<file path="src/rtl/transposed_convolution.sv">
// ---------------------------------------------------------------------------
// transposed_convolution
//
// Scatters a streamed 2x2 feature map through one of four fixed binary 3x3
// kernels (stride 1) into a 4x4 result buffer, then streams the 16 results
// out row-major. Also flags whether the frame total exceeds THRESH.
//
// State table:
//   state     | meaning
//   ----------+-------------------------------------------------------------
//   S_COLLECT | accepting x00,x01,x10,x11; each beat scatters into the buffer
//   S_EMIT    | presenting buffer cells y00..y33, one per out handshake
//
// Ports:
//   clk_i        clock, rising edge
//   rst_i        synchronous reset, active high
//   m_i          kernel select, latched on the first input beat of a frame
//   in_valid_i   input sample valid
//   in_ready_o   high only in S_COLLECT
//   in_data_i    input sample, row-major x00,x01,x10,x11
//   out_valid_o  high only in S_EMIT
//   out_ready_i  downstream accepts output
//   out_data_o   result y[r][c], row-major; zero when out_valid_o is low
//   out_last_o   high on the 16th beat (y33)
//   ans_o        frame total > THRESH; meaningful only while out_valid_o is high
// ---------------------------------------------------------------------------
module transposed_convolution #(
    parameter int DW     = 9,
    parameter int OW     = DW + 2,
    parameter int SW     = DW + 6,
    parameter int THRESH = 40
) (
    input  logic          clk_i,
    input  logic          rst_i,
    input  logic [1:0]    m_i,
    input  logic          in_valid_i,
    output logic          in_ready_o,
    input  logic [DW-1:0] in_data_i,
    output logic          out_valid_o,
    input  logic          out_ready_i,
    output logic [OW-1:0] out_data_o,
    output logic          out_last_o,
    output logic          ans_o
);

    typedef enum logic {
        S_COLLECT = 1'b0,
        S_EMIT    = 1'b1
    } state_t;

    state_t        state_q, state_d;
    logic [OW-1:0] buf_q [16];
    logic [OW-1:0] buf_d [16];
    logic [SW-1:0] total_q, total_d;
    logic [3:0]    in_cnt_q, in_cnt_d;
    logic [3:0]    out_cnt_q, out_cnt_d;
    logic [1:0]    ksel_q, ksel_d;
    logic          ans_q, ans_d;

    logic [8:0]    kern;
    logic [3:0]    cell_idx;

    // Bit 8 is K[0][0], bit 0 is K[2][2].
    function automatic logic [8:0] kernel_of(input logic [1:0] sel);
        case (sel)
            2'd0:    kernel_of = 9'b100110000;
            2'd1:    kernel_of = 9'b000010111;
            2'd2:    kernel_of = 9'b111000111;
            default: kernel_of = 9'b111111111;
        endcase
    endfunction

    always_ff @(posedge clk_i) begin
        if (rst_i) begin
            state_q   <= S_COLLECT;
            buf_q     <= '{default: '0};
            total_q   <= '0;
            in_cnt_q  <= '0;
            out_cnt_q <= '0;
            ksel_q    <= '0;
            ans_q     <= 1'b0;
        end else begin
            state_q   <= state_d;
            buf_q     <= buf_d;
            total_q   <= total_d;
            in_cnt_q  <= in_cnt_d;
            out_cnt_q <= out_cnt_d;
            ksel_q    <= ksel_d;
            ans_q     <= ans_d;
        end
    end

    always_comb begin
        state_d   = state_q;
        buf_d     = buf_q;
        total_d   = total_q;
        in_cnt_d  = in_cnt_q;
        out_cnt_d = out_cnt_q;
        ksel_d    = ksel_q;
        ans_d     = ans_q;
        cell_idx  = '0;

        // The first beat has to use m_i directly: ksel_q only picks it up on that same edge.
        kern = kernel_of((in_cnt_q == 4'd0) ? m_i : ksel_q);

        case (state_q)
            S_COLLECT: begin
                if (in_valid_i) begin
                    if (in_cnt_q == 4'd0) begin
                        ksel_d = m_i;
                    end
                    // Sample x[i][j] with i=in_cnt[1], j=in_cnt[0] lands on y[i+a][j+b].
                    for (int a = 0; a < 3; a++) begin
                        for (int b = 0; b < 3; b++) begin
                            if (kern[8 - 3*a - b]) begin
                                cell_idx = 4'((int'(in_cnt_q[1]) + a) * 4 + int'(in_cnt_q[0]) + b);
                                buf_d[cell_idx] = buf_d[cell_idx] + OW'(in_data_i);
                                total_d = total_d + SW'(in_data_i);
                            end
                        end
                    end
                    in_cnt_d = in_cnt_q + 4'd1;
                    if (in_cnt_q == 4'd3) begin
                        state_d = S_EMIT;
                        ans_d   = (total_d > SW'(THRESH));
                    end
                end
            end
            S_EMIT: begin
                if (out_ready_i) begin
                    out_cnt_d = out_cnt_q + 4'd1;
                    if (out_cnt_q == 4'd15) begin
                        state_d   = S_COLLECT;
                        buf_d     = '{default: '0};
                        total_d   = '0;
                        in_cnt_d  = '0;
                        out_cnt_d = '0;
                    end
                end
            end
            default: state_d = S_COLLECT;
        endcase
    end

    assign in_ready_o  = (state_q == S_COLLECT);
    assign out_valid_o = (state_q == S_EMIT);
    assign out_data_o  = (state_q == S_EMIT) ? buf_q[out_cnt_q] : '0;
    assign out_last_o  = (state_q == S_EMIT) && (out_cnt_q == 4'd15);
    assign ans_o       = (state_q == S_EMIT) && ans_q;

endmodule

</file>
<file path="config.mk">
export PLATFORM = sky130hd
export DESIGN_NAME = transposed_convolution
export DESIGN_NICKNAME = d
export VERILOG_FILES = /design/src/rtl/transposed_convolution.sv
export SDC_FILE = /design/constraint.sdc
export NUM_CORES = 1
export LEC_CHECK = 0
export ABC_AREA = 0
export BUFFER_PORTS_ARGS = -buffer_cell sky130_fd_sc_hd__buf_2
export CORE_UTILIZATION = 38
export CTS_CLUSTER_SIZE = 20
export DETAILED_ROUTE_END_ITERATION = 8
export PLACE_DENSITY = 0.63
export SYNTH_ARGS = -nofsm -noshare
export SYNTH_HDL_FRONTEND = slang
export SYNTH_SLANG_ARGS = --single-unit
</file>
<file path="constraint.sdc">
create_clock -name clk_i -period 14.7 [get_ports clk_i]
set_input_delay 2.94 -clock clk_i [delete_from_list [all_inputs] [get_ports clk_i]]
set_output_delay 2.94 -clock clk_i [all_outputs]
set_load 0.03 [all_outputs]
</file>
======== Word level (Yosys, flattened, before mapping) ========
Cells that the tools add are included.
word-level totals
  register bits ........................... 203
  input port bits ......................... 15
  output and inout bits ................... 15
  word-level logic and storage cells ...... 238
operators by class
  add/subtract/negate cells ............... 31
  $lt $le $gt $ge ......................... 20
  equal/unequal tests ..................... 7
  mux-type cells .......................... 130
  bitwise operators ....................... 11
  reductions and logical operators ........ 17
operator list
  cell                                                                              count
  176-bit 2-to-1 mux                                                                28
  176-bit bitwise mux                                                               9
  15-bit 2-to-1 mux                                                                 30
  11-bit binary-select mux with 4-bit select                                        10
  11-bit demux with 4-bit select                                                    9
  176-bit case mux with 2 select lines                                              1
  11-bit 2-to-1 mux                                                                 30
  15-bit by 9-bit adder with 15-bit output                                          9
  11-bit by 9-bit adder with 11-bit output                                          9
  5-bit >= comparator, second input constant                                        10
  4-bit NOT with 5-bit output                                                       10
  5-bit by 1-bit < comparator with 1-bit output, second input constant              9
  15-bit case mux with 2 select lines                                               1
  9-bit case mux with 3 select lines                                                1
  4-bit by 2-bit adder with 4-bit output, second input constant                     6
  4-bit 2-to-1 mux                                                                  4
  15-bit by 6-bit greater-than comparator with 1-bit output, second input constant  1
  1-bit logical AND                                                                 11
  4-bit by 1-bit adder with 4-bit output                                            2
  4-bit by 1-bit adder with 4-bit output, second input constant                     2
  4-bit case mux with 2 select lines                                                1
  3-bit AND reduction                                                               2
  3-bit by 1-bit adder with 4-bit output                                            1
  4-bit by 2-bit equality test with 1-bit output, second input constant             1
  14 further kinds                                                                  19

======== Logic depth before layout (Yosys ltp) ========
  word-level depth ........................ 74
  mapped depth ............................ 65
  depth with buffers taken out ............ 57

======== Least setup slack after synthesis ========
No wires, ideal clock.
  path type ............................... input port to flip-flop
  start point ............................. input m_i[1]
  end point ............................... register buf_q[20] in the netlist's numbering
  library setup time ...................... 122 ps
  arrival ................................. 13,583 ps
  required time ........................... 14,578 ps
  path slack .............................. 995 ps
  stages on the path ...................... 52
  cell sequence ........................... nand4bb_1 o21a_1 clkbuf_1 clkbuf_1 ha_1 nand2b_1 clkbuf_1 clkbuf_1 mux2i_1 mux2i_1 nor2_1 a21oi_1 ha_1 inv_1 fa_1 xor2_1 nor2_1 a21oi_1 [... 16 more ...] xnor2_1 a21oi_1 mux4_2 ha_1 inv_1 a21oi_1 nand2b_1 o21ai_0 mux4_2 ha_1 xnor2_1 a21oi_1 mux4_2 ha_1 a21oi_1 or3_1 and2_1 a221o_1
on the way
  word-level cells in the longest chain between the ends .. 70
  elaborated cells between the ends (all ways) .. 72
  those cells by class .................... add/sub: 8; eq/ne: 2; mux: 61; reduce/logical: 1
ends and longest elaborated chain
  what                                                   line  RTL
  from (decl)                                            35    input logic [1:0] m_i,
  2-bit 2-to-1 mux (*)                                   --
  2-bit equality test (tied with other cells)            65    case (sel)
  9-bit case mux with 3 select lines (*)                 65
  176-bit 2-to-1 mux                                     115   if (kern[8 - 3*a - b]) begin
  176-bit 2-to-1 mux                                     108   if (in_valid_i) begin
  176-bit 2-to-1 mux                                     106   case (state_q)
  11-bit binary-select mux with 4-bit select             117   buf_d[cell_idx] = buf_d[cell_idx] + OW'(in_data_i);
  11-bit 2-to-1 mux (not written as such) (2 in series)  117
  [... 52 more ...]                                      --
  176-bit 2-to-1 mux                                     106
  11-bit binary-select mux with 4-bit select             117
  11-bit 2-to-1 mux (not written as such) (2 in series)  117
  11-bit by 9-bit adder with 11-bit output               117
  176-bit bitwise mux                                    117
  176-bit 2-to-1 mux (*)                                 115
  176-bit 2-to-1 mux (*)                                 108
  176-bit case mux with 2 select lines (*)               106
  to (signal assigned)                                   84    buf_q <= buf_d;
  to (decl)                                              52    logic [OW-1:0] buf_q [16];
Mark *: on every way between the ends. The rest lies on a longest branch, timed or not. The select of a mux whose other input is x is not followed.
A chain may end at the register's enable or synchronous reset.

======== Worst setup path in the final report ========
  start point ............................. input m_i[0]
  end point ............................... register buf_q[20] in the netlist's numbering
The elaborated chain is that of the path after synthesis.

==> qor.txt <==
status: finished clean
number of global-route vias before repair: 23646
std cell rows: 92
Arrival @ worst endpoint: 14.31 ns
antenna-violating nets left: 0
Initial Util: 38.4%
Syn Inst Count: 3162
vias per cell: 6.23
Syn Nets: 3367
max layer used: met5
slowest stage delay, CP: 0.50 ns
RePlAce Congestion: 1.00
die width: 255 um
final std cells w/o fill: 3944
Tot GR Track Use: 28.0%
top-count cell post-synth: nand2_1
Hold Vio Cnt, Final: 0
Reg clk slew, reported paths: 0.06 ns
clock tree buffer depth: 3
RSZ-0062 raised after global routing: false
fmax: 0.0723 GHz
total I/O pin count: 30
drt initial violations: 2274
crit end category: register
initial antenna violation count: 5
met2 WL: 41600 um
die area: 64800 sq um
Yosys top cell area share: 16.8%
CTS Buf Count: 26
Post-DP Area: 25200 sq um
post-synthesis cell type count: 98
final setup vio count: 0
largest net degree at the start of global routing: 83
worst path required time: 15.17 ns
slew margin rel.: 11.1%
setup total negative slack: 0 ns
TritonCTS clock tree: done
DRC errors left: 0
top post-synthesis cells by count: nand2_1, nor2_1, a21oi_1
yosys warns: 0
TritonCTS Sinks: 203
max cap viols: 0
Leakage Power: 10.1 nW
WL final: 92400 um
Synth area leaders: dfxtp_1, mux4_2, ha_1
Clock Skew: 0.0208 ns
Post-Place Cells: 3896
Seq/Total Area, Yosys: 16.8%
Post-DP HPWL: 67500 um
clk root buf: clkbuf_16
# nets final: 3283
Area Growth Syn to Fin: 7.67%
DR WL/cell: 23.4 um
number of synthesized flops with an enable pin: 0
fin crit period: 13.84 ns
share of cells above drive strength 1: 11.2%
later-pin clock latency in the skew report: 0.60 ns
Critical Path Most Common Cell: ha_1
worst slack, placed: 0.390 ns
fin. max-slew vios: 0
Port Buffer Count: 29
CP Class: primary input to register
Die H: 255 um
final setup margin: 0.860 ns
Post-CTS Setup Bufs: 0
Worst-Margin Slew: 1.33 ns
worst-path fanout max: 6
first-pass GRT wire length: 139000 um
Layout Utilization: 41.4%
Synth area leader: dfxtp_1
Mean Syn Cell Area: 7.66 sq um
drt pass-1 iters: 5
H-tree levels: 1
slowest cell on the critical path: mux4_2
WL met3: 8960 um
Critical Path Start Type: primary input
crit share post-route: 94.1%
Mapped Area: 24200 sq um
Post-synth ARST share: 0%
maximum VDD drop: 0.225 mV
main flop type after synthesis: dfxtp_1
via count: 24556
gr ovfl total: 0
Post-Route M1 WL: 36100 um
Fillers: 6621
Hold Buf Count CTS: 0
core area: 63100 sq um
Hold Crit Class: register to register
Yosys reg bits: 203
design area: 26100 sq um
PwrDens: 189 nW/um^2
## state kept, by name, summed over array words and instances (netlist names)
name	count
ans_q	1
out_cnt_q	4
out_valid_o	1
in_cnt_q	4
total_q	15
buf_q	176
ksel_q	2
## per-stage QoR
stage / total power [mW] / hold WS, ns
floorplan: 3.48 / 0.446
global placement: 4.22 / 0.463
detailed placement: 4.24 / 0.469
CTS: 4.93 / 0.478
global route: 5.38 / 0.516
finish: 4.94 / 0.486
## final timing paths
| kind | from | end | slack [ns] | depth (start not counted) |
|---|---|---|---|---|
| setup / recovery | m_i[0] | buf_q[20] | 0.86 | 47 |
| hold reg to reg | buf_q[32] | buf_q[32] | 0.49 | 2 |
| setup reg to reg | in_cnt_q[0] | buf_q[20] | 1.84 | 49 |
| hold / removal | buf_q[32] | buf_q[32] | 0.49 | 2 |
## cells in the final DEF, fill, tap and decap left out, types with 48 or more instances in the layout
master    netlist  layout
buf_4           2      73
a21oi_1       294     294
nand2_1       402     401
mux4_2        121     121
nor2_1        351     351
xnor2_1       103     103
mux2i_1        81      81
a21o_1         48      48
dfxtp_1       203     199
o211ai_1       75      75
xor2_1         57      56
nand2b_1       48      48
o21ai_0       273     273
ha_1          172     171
inv_1          96      95
a22oi_1       103     103
## critical path: cells and delay by family
kind	cells	cell delay, ns
multiplexers	8	3.06
adder cells (fa/ha/maj)	8	2.64
AO/OA/AOI/OAI	14	2.59
AND/OR/NAND/NOR	9	1.58
XOR/XNOR	4	1.14
buffers and inverters	4	0.35
## routing by layer
| layer | vias to the layer above | GRT usage, % |
|---|---|---|
| met5 | - | 0 |
| met4 | 4 | 16.2 |
| met3 | 339 | 5.62 |
| met2 | 1253 | 45.1 |
| met1 | 11563 | 34.8 |
| li1 | 11397 | - |
## power by group
part	leakage, nW	switching (mW)	total (mW)	internal [mW]
clock	0.411	0.293	0.663	0.369
combinational	8.08	2.06	3.59	1.53
sequential	1.65	0.0747	0.681	0.606
total	10.1	2.43	4.94	2.50
## layout make-up
class,instances,area [sq um],area share [%]
antenna,1,2.50,0.00959
clock buffer,32,683,2.62
clock inverter,15,168,0.643
inverter,98,373,1.43
multi-input combinational,2647,19000,72.9
sequential,203,4080,15.6
tap,846,1060,4.06
timing repair buffer,102,699,2.68
## kinds of logic after synthesis
family,Yosys count,share of synthesized area [%]
AO/OA/AOI/OAI,1051,27.6
XOR/XNOR,163,6.02
adder cells (fa/ha/maj),191,10.4
buffers and inverters,312,4.88
flip-flops,203,16.8
multiplexers,232,16.0
AND/OR/NAND/NOR,1010,18.4
## repair_timing
action	in CTS	in global routing
hold endpoints to repair	0	0
endpoints found under the setup margin	0	2
gates resized for setup	0	2
Note: power is estimated with default switching activity, not from simulation.
